**src/rtl/elevator_request_scheduler_if.sv**
```systemverilog
// Bundle between the elevator request scheduler and its neighbours: raw
// buttons and controller status in, latched requests and target out.
// All signals are plain levels sampled on the rising clock edge; there is
// no valid/ready handshake. target_valid qualifies target_floor on every
// cycle and the consumer may sample both at any edge.
interface elevator_request_scheduler_if #(
    parameter int NUM_FLOORS = 16,
    parameter int FLOOR_W    = 4
);
    logic [NUM_FLOORS-1:0] floor_buttons;
    logic [FLOOR_W-1:0]    current_floor;
    logic                  door_open;
    logic [NUM_FLOORS-1:0] pending;
    logic [FLOOR_W-1:0]    target_floor;
    logic                  target_valid;
    logic                  dir_up;
    logic                  dir_down;
    logic [FLOOR_W:0]      request_count;

    // Button panel / elevator controller side
    modport master (
        output floor_buttons, current_floor, door_open,
        input  pending, target_floor, target_valid, dir_up, dir_down, request_count
    );

    // Scheduler side
    modport slave (
        input  floor_buttons, current_floor, door_open,
        output pending, target_floor, target_valid, dir_up, dir_down, request_count
    );
endinterface

```
**src/rtl/elevator_request_scheduler.sv**
```systemverilog
// SCAN (collective) elevator request scheduler. Latches button presses as
// pending requests, clears them when the door opens at that floor, and
// steers the controller toward the next floor in the current sweep.
module elevator_request_scheduler #(
    parameter int NUM_FLOORS = 16,
    parameter int FLOOR_W    = 4
) (
    input  logic                        clk,
    input  logic                        reset,
    elevator_request_scheduler_if.slave bus
);

    typedef enum logic [1:0] {
        ST_IDLE = 2'd0,
        ST_UP   = 2'd1,
        ST_DOWN = 2'd2
    } state_t;

    state_t                state_q, state_d;
    logic [NUM_FLOORS-1:0] btn_q, btn_d;
    logic [NUM_FLOORS-1:0] pending_q, pending_d;
    logic [FLOOR_W:0]      request_count_q, request_count_d;
    logic [FLOOR_W-1:0]    target_floor_q, target_floor_d;
    logic                  target_valid_q, target_valid_d;
    logic                  dir_up_q, dir_up_d;
    logic                  dir_down_q, dir_down_d;

    logic [NUM_FLOORS-1:0] set_vec;
    logic [NUM_FLOORS-1:0] clr_vec;
    logic                  cf_valid;
    logic                  above, below, here;
    logic [FLOOR_W-1:0]    lowest_above, highest_below;
    logic [FLOOR_W-1:0]    dist_up, dist_down;
    logic                  prefer_up;

    // Rising-edge capture of buttons and pending-request bookkeeping; a clear
    // at the open-door floor overrides a simultaneous press there.
    always_comb begin
        btn_d    = bus.floor_buttons;
        set_vec  = bus.floor_buttons & ~btn_q;
        clr_vec  = '0;
        cf_valid = 1'b0;
        for (int i = 0; i < NUM_FLOORS; i++) begin
            if (bus.current_floor == FLOOR_W'(i)) begin
                cf_valid   = 1'b1;
                clr_vec[i] = bus.door_open;
            end
        end
        pending_d       = (pending_q | set_vec) & ~clr_vec;
        request_count_d = '0;
        for (int i = 0; i < NUM_FLOORS; i++) begin
            request_count_d = request_count_d + {{FLOOR_W{1'b0}}, pending_d[i]};
        end
    end

    // Summarise registered requests relative to the car: nearest above,
    // nearest below, and whether the current floor itself is requested.
    // An out-of-range floor is "no floor": everything pending counts as below.
    always_comb begin
        above         = 1'b0;
        below         = 1'b0;
        here          = 1'b0;
        lowest_above  = '0;
        highest_below = '0;
        for (int i = 0; i < NUM_FLOORS; i++) begin
            if (pending_q[i]) begin
                if (!cf_valid || (FLOOR_W'(i) < bus.current_floor)) begin
                    below         = 1'b1;
                    highest_below = FLOOR_W'(i);
                end else if (FLOOR_W'(i) > bus.current_floor) begin
                    if (!above) begin
                        lowest_above = FLOOR_W'(i);
                    end
                    above = 1'b1;
                end else begin
                    here = 1'b1;
                end
            end
        end
        dist_up   = lowest_above - bus.current_floor;
        dist_down = bus.current_floor - highest_below;
        prefer_up = (dist_up <= dist_down);
    end

    // Next-state: keep sweeping while requests remain ahead, reverse when
    // only requests behind remain, and from IDLE head to the nearer side.
    always_comb begin
        state_d = state_q;
        case (state_q)
            ST_IDLE: begin
                if (above && below) begin
                    state_d = prefer_up ? ST_UP : ST_DOWN;
                end else if (above) begin
                    state_d = ST_UP;
                end else if (below) begin
                    state_d = ST_DOWN;
                end else begin
                    state_d = ST_IDLE;
                end
            end
            ST_UP: begin
                if (!above) begin
                    state_d = below ? ST_DOWN : ST_IDLE;
                end
            end
            ST_DOWN: begin
                if (!below) begin
                    state_d = above ? ST_UP : ST_IDLE;
                end
            end
            default: state_d = ST_IDLE;
        endcase
    end

    // Outputs for the state being entered; target holds when not valid.
    always_comb begin
        target_floor_d = target_floor_q;
        target_valid_d = 1'b0;
        dir_up_d       = (state_d == ST_UP);
        dir_down_d     = (state_d == ST_DOWN);
        case (state_d)
            ST_UP: begin
                target_floor_d = lowest_above;
                target_valid_d = 1'b1;
            end
            ST_DOWN: begin
                target_floor_d = highest_below;
                target_valid_d = 1'b1;
            end
            default: begin
                if (here) begin
                    target_floor_d = bus.current_floor;
                    target_valid_d = 1'b1;
                end
            end
        endcase
    end

    // State and output registers; buttons held through reset are absorbed.
    always_ff @(posedge clk) begin
        btn_q <= btn_d;
        if (reset) begin
            state_q         <= ST_IDLE;
            pending_q       <= '0;
            request_count_q <= '0;
            target_floor_q  <= '0;
            target_valid_q  <= 1'b0;
            dir_up_q        <= 1'b0;
            dir_down_q      <= 1'b0;
        end else begin
            state_q         <= state_d;
            pending_q       <= pending_d;
            request_count_q <= request_count_d;
            target_floor_q  <= target_floor_d;
            target_valid_q  <= target_valid_d;
            dir_up_q        <= dir_up_d;
            dir_down_q      <= dir_down_d;
        end
    end

    assign bus.pending       = pending_q;
    assign bus.request_count = request_count_q;
    assign bus.target_floor  = target_floor_q;
    assign bus.target_valid  = target_valid_q;
    assign bus.dir_up        = dir_up_q;
    assign bus.dir_down      = dir_down_q;

endmodule
```
**src/flat_wrapper.sv**
```systemverilog
// flat-port wrapper written by rule: the top's interface ports become plain ports
module elevator_request_scheduler_flat 
#(
    parameter int NUM_FLOORS = 16,
    parameter int FLOOR_W    = 4
)
  (clk, reset, bus_floor_buttons, bus_current_floor, bus_door_open, bus_pending, bus_target_floor, bus_target_valid, bus_dir_up, bus_dir_down, bus_request_count);
  elevator_request_scheduler_if #(.NUM_FLOORS(NUM_FLOORS), .FLOOR_W(FLOOR_W)) bus_i ();
  input  logic clk;
  input  logic reset;
  input wire logic [$bits(bus_i.floor_buttons)-1:0] bus_floor_buttons;
  input wire logic [$bits(bus_i.current_floor)-1:0] bus_current_floor;
  input wire logic [$bits(bus_i.door_open)-1:0] bus_door_open;
  output wire logic [$bits(bus_i.pending)-1:0] bus_pending;
  output wire logic [$bits(bus_i.target_floor)-1:0] bus_target_floor;
  output wire logic [$bits(bus_i.target_valid)-1:0] bus_target_valid;
  output wire logic [$bits(bus_i.dir_up)-1:0] bus_dir_up;
  output wire logic [$bits(bus_i.dir_down)-1:0] bus_dir_down;
  output wire logic [$bits(bus_i.request_count)-1:0] bus_request_count;
  assign bus_i.floor_buttons = bus_floor_buttons;
  assign bus_i.current_floor = bus_current_floor;
  assign bus_i.door_open = bus_door_open;
  assign bus_pending = bus_i.pending;
  assign bus_target_floor = bus_i.target_floor;
  assign bus_target_valid = bus_i.target_valid;
  assign bus_dir_up = bus_i.dir_up;
  assign bus_dir_down = bus_i.dir_down;
  assign bus_request_count = bus_i.request_count;
  elevator_request_scheduler #(.NUM_FLOORS(NUM_FLOORS), .FLOOR_W(FLOOR_W)) u_core (.clk(clk), .reset(reset), .bus(bus_i));
endmodule
```
**config.mk**
```make
export PLATFORM = sky130hd
export DESIGN_NAME = elevator_request_scheduler_flat
export DESIGN_NICKNAME = d
export VERILOG_FILES = /design/src/rtl/elevator_request_scheduler_if.sv /design/src/rtl/elevator_request_scheduler.sv /design/src/flat_wrapper.sv
export SDC_FILE = /design/constraint.sdc
export NUM_CORES = 1
export LEC_CHECK = 0
export CORE_MARGIN = 2
export CORE_UTILIZATION = 53
export DETAILED_ROUTE_END_ITERATION = 8
export GPL_TIMING_DRIVEN = 0
export MAX_ROUTING_LAYER = met4
export PLACE_DENSITY = 0.82
export SYNTH_ARGS = -nofsm -noshare
export SYNTH_HDL_FRONTEND = slang
export SYNTH_SLANG_ARGS = --single-unit
```
**constraint.sdc**
```tcl
create_clock -name clk -period 6.5 [get_ports clk]
set_input_delay 0.65 -clock clk [delete_from_list [all_inputs] [get_ports clk]]
set_output_delay 0.65 -clock clk [all_outputs]
set_load 0.03 [all_outputs]
```
==> flow_summary_export.csv <==
group,metric,value,unit
outcome,run_status,"finished, final reports clean",
routing,vias_per_cell,6.477,
timing,slew_headroom,53.14,%
timing,hold_viol,0,
routing,avgRoutedWirePerCell,20.23,um
floorplanning,core,0.005991,mm^2
worst_hold_path,holdPathStages,2,
synth,synth-seq-area-share,27.66,%
synth,synthTopCellsByArea,"dfxtp_1 (28%), fa_1 (7.2%), ha_1 (6.8%), nor2b_1 (5.4%), nor2_1 (3.7%)",
grt,use_met1,42.93,%
synth,synth_top_cells_by_count,"dfxtp_1 (46), nor2_1 (33), nor2b_1 (29), nand2_1 (24), a21oi_1 (23)",
synth,synth.most_common_cell,"dfxtp_1",
grt,grt_pass1_wl,17.49,mm
setup_path,r2r_slack,1.05,ns
final_layout,area_growth,21.31,%
cts,path_clk_slew,0.08,ns
setup_path,reg2reg_depth,21,
setup_path,cp-start-kind,"primary input",
flow_run,cap_violations,0,
grt,grt_use_met3,5.765,%
grt,grt_util_met2,47.51,%
grt,grt_max_degree,14,
cts,cts-root-buf,"clkbuf_8",
floorplanning,start_util,55.58,%
timing,finalSetupViolCount,0,
timing,min_period,6.141,ns
floorplanning,chipHeight,83.26,um
setup_path,path_max_fanout,10,
floorplanning,rows,28,
setup_path,cp_common_cell,"ha_1",
power_and_ir_drop,clkPwrFrac,12.7,%
setup_path,arrival,6.31,ns
timing,post-route-worst-setup-slack,0.3593,ns
cts,cts_tree,"built",
timing,tns,0,ns
routing,dr.pass1.iters,5,
timing,slew_violations,0,
cts,cts.sinks,46,
grt,grt_pass1_vias,3474,
timing,skew,0.009808,ns
cts,numCtsBuffers,5,
cts,cts_htree_levels,2,
routing,initialDrtViolationCount,454,
setup_path,reg2reg_from,"u_core.bus.pending[6]$_SDFF_PP0_",
setup_path,crit_family,"compound AO/OA/AOI/OAI gates",
power_and_ir_drop,seqPwrFrac,26.3,%
synth,synth_edf_count,0,
synth,yosys_register_bits,46,
synth,synthArstFlopShare,0,%
setup_path,required,6.67,ns
floorplanning,io_pins,51,
synth,yosysWarnings,0,
worst_hold_path,hold_class,"flop to flop",
placed_design,place_congestion,1.004,
setup_path,cp_cell_sequence,"clkdlybuf4s50_1 > buf_6 > buf_2 > nand2_1 > a221oi_1 > a31oi_1 > o41ai_2 > ha_1 > inv_1 > fa_1 > inv_1 > ha_1 > nor2b_1 > o21a_1 > o21ai_0 > a2111oi_2 > o31ai_1 > or2_1 > ha_1 > nand3_1 > nor3b_1 > a2111oi_1 > o31ai_1",
grt,grt_busiest_layer,"met2",
routing,vias,3465,
placed_design,dp_hpwl,8.122,mm
floorplanning,die_area,0.006932,mm^2
setup_path,crit_buf_inv,5,
power_and_ir_drop,p_int,0.7696,mW
synth,syn_area_per_cell,8.303,um^2
placed_design,place_inst,526,
timing,period_share,94.47,%
final_layout,n_antenna_cell,0,
timing,tightest_slew,0.6987,ns
setup_path,cpMaxStageDelayCell,"o41ai_2",
setup_path,path_class,"primary input to flop",
power_and_ir_drop,p_sw,0.5927,mW
synth,syn-num-nets,454,
power_and_ir_drop,ir_drop,269.4,uV
routing,ant_nets,0,
setup_path,cp.depth,23,
final_layout,drive_gt1_share,6.304,%
setup_path,max_stage_delay,0.62,ns
grt,grt-ovfl-total,0,
cts,clock_latency,0.30,ns
setup_path,endpoint_kind,"flop",
final_layout,final_cells,535,
cts,clockBufferDepth,2,
power_and_ir_drop,swShare,43.51,%
timing,rsz0062_at_grt,"no",
power_and_ir_drop,power_density,337.3,mW/mm^2
grt,grt_usage,32.15,%
placed_design,post-place-ws,-0.4263,ns
synth,yosysTopAreaCellShare,27.66,%
synth,synth_ff_type,"dfxtp_1",
power_and_ir_drop,power.leakage,1.606,nW
placed_design,io_buffers,50,
power_and_ir_drop,p_comb_share,60.9,%
routing,post-route-drc-count,0,
synth,syn_area,0.003329,mm^2
worst_hold_path,worstHoldStart,"u_core.bus.target_floor[2]$_SDFFE_PP0P_",
routing,wirelength,10.82,mm
grt,antenna_found_initial,0,
floorplanning,dieWidth,83.26,um
worst_hold_path,hold_end,"u_core.bus.target_floor[2]$_SDFFE_PP0P_",
synth,ys_types,66,
final_layout,final_nets,513,
synth,yosys.area.top_type,"dfxtp_1",
timing,max_freq,162.8,MHz
setup_path,r2r-end,"u_core.bus.target_floor[2]$_SDFFE_PP0P_",
synth,synth_cells,401,
[what timing repair did]
| action | CTS | global route |
|---|---|---|
| pin swaps | 0 | 1 |
| setup buffers | 0 | 3 |
| resized for setup | 1 | 5 |
| endpoints found under the setup margin | 4 | 4 |
| hold buffers | 0 | 0 |
[power groups by stage]
stage          clock network (mW)  registers [mW]  logic [mW]
3_3_place_gp                    0           0.361       0.757
6_report                    0.173           0.359       0.830
4_1_cts                     0.177           0.357       0.791
3_5_place_dp                    0           0.364       0.785
2_1_floorplan                   0           0.422       0.498
5_1_grt                     0.187           0.364       0.912
[flip-flops by register name (all words and copies together), names as in the netlist]
register	count
u_core.btn_q	16
u_core.bus.dir_down	1
u_core.bus.dir_up	1
u_core.bus.pending	16
u_core.bus.request_count	5
u_core.bus.target_floor	4
u_core.bus.target_valid	1
u_core.state_q	2
[stage by stage]
| step | power, mW | cell area [um^2] | hold slack, ns | util (%) |
|---|---|---|---|---|
| 2_1_floorplan | 0.9202 | 3329 | 0.5363 | - |
| 3_3_place_gp | 1.117 | 3924 | 0.4857 | 65.50 |
| 3_5_place_dp | 1.149 | 3924 | 0.5020 | 65.50 |
| 4_1_cts | 1.325 | 4011 | 0.5150 | 66.96 |
| 5_1_grt | 1.463 | 4039 | 0.5211 | 67.42 |
| 6_report | 1.362 | 4039 | 0.5092 | 67.42 |
[worst max path at each step]
stage,startpoint,endpoint,slack (ns)
2_1_floorplan,bus_current_floor[1],u_core.bus.target_floor[1]$_SDFFE_PP0P_,1.29
3_3_place_gp,bus_current_floor[2],u_core.bus.target_floor[2]$_SDFFE_PP0P_,-0.36
3_5_place_dp,bus_current_floor[2],u_core.bus.target_floor[2]$_SDFFE_PP0P_,-0.43
4_1_cts,bus_current_floor[2],u_core.bus.target_floor[2]$_SDFFE_PP0P_,0.09
5_1_grt,bus_current_floor[3],u_core.bus.target_floor[2]$_SDFFE_PP0P_,0.04
6_report,bus_current_floor[1],u_core.bus.target_floor[2]$_SDFFE_PP0P_,0.36
[layer usage]
| layer | up-vias | part of all wire (%) |
|---|---|---|
| met3 | 53 | 9.3 |
| li1 | 1563 | - |
| met2 | 220 | 43 |
| met4 | 0 | 4.5 |
| met5 | - | 0 |
| met1 | 1629 | 43 |
[cells in the final DEF (no fill, tap or decap), types with 8 or more instances in the layout]
cell type	instances
nand2b_1	9
clkbuf_1	13
o21ai_0	11
ha_1	18
inv_1	22
dfxtp_1	46
o22ai_1	15
nor2b_1	29
a211oi_1	8
nand2_1	24
a21oi_1	23
nand3_1	10
fa_1	12
a21o_1	8
clkdlybuf4s50_1	50
nor2_1	33
[tightest hold or removal path: stages (launching register included)]
cell	delay, ns
dfxtp_1	0.32
nand3b_1	0.08
o31ai_1	0.07
[area by class of cell]
cell class | count | area, um^2
timing repair buffer | 53 | 523.0
multi-input combinational | 304 | 2202
tap | 75 | 93.84
sequential | 46 | 920.9
fill | 497 | 1952
buffer | 25 | 125.1
clock buffer | 6 | 72.57
clock inverter | 1 | 7.507
inverter | 25 | 93.84
[cells by family (layout without fill, tap and decap cells)]
kind of cell	Yosys count	count (layout)	share of synthesized area, %
AND/OR/NAND/NOR	138	138	22.13
AO/OA/AOI/OAI	121	121	25.33
buffers and inverters	51	110	6.652
flip-flops	46	46	27.66
adder cells (fa/ha/maj)	30	30	13.98
XOR/XNOR	8	8	2.105
multiplexers	7	7	2.142
No activity file was read; power rests on OpenSTA's default activity.
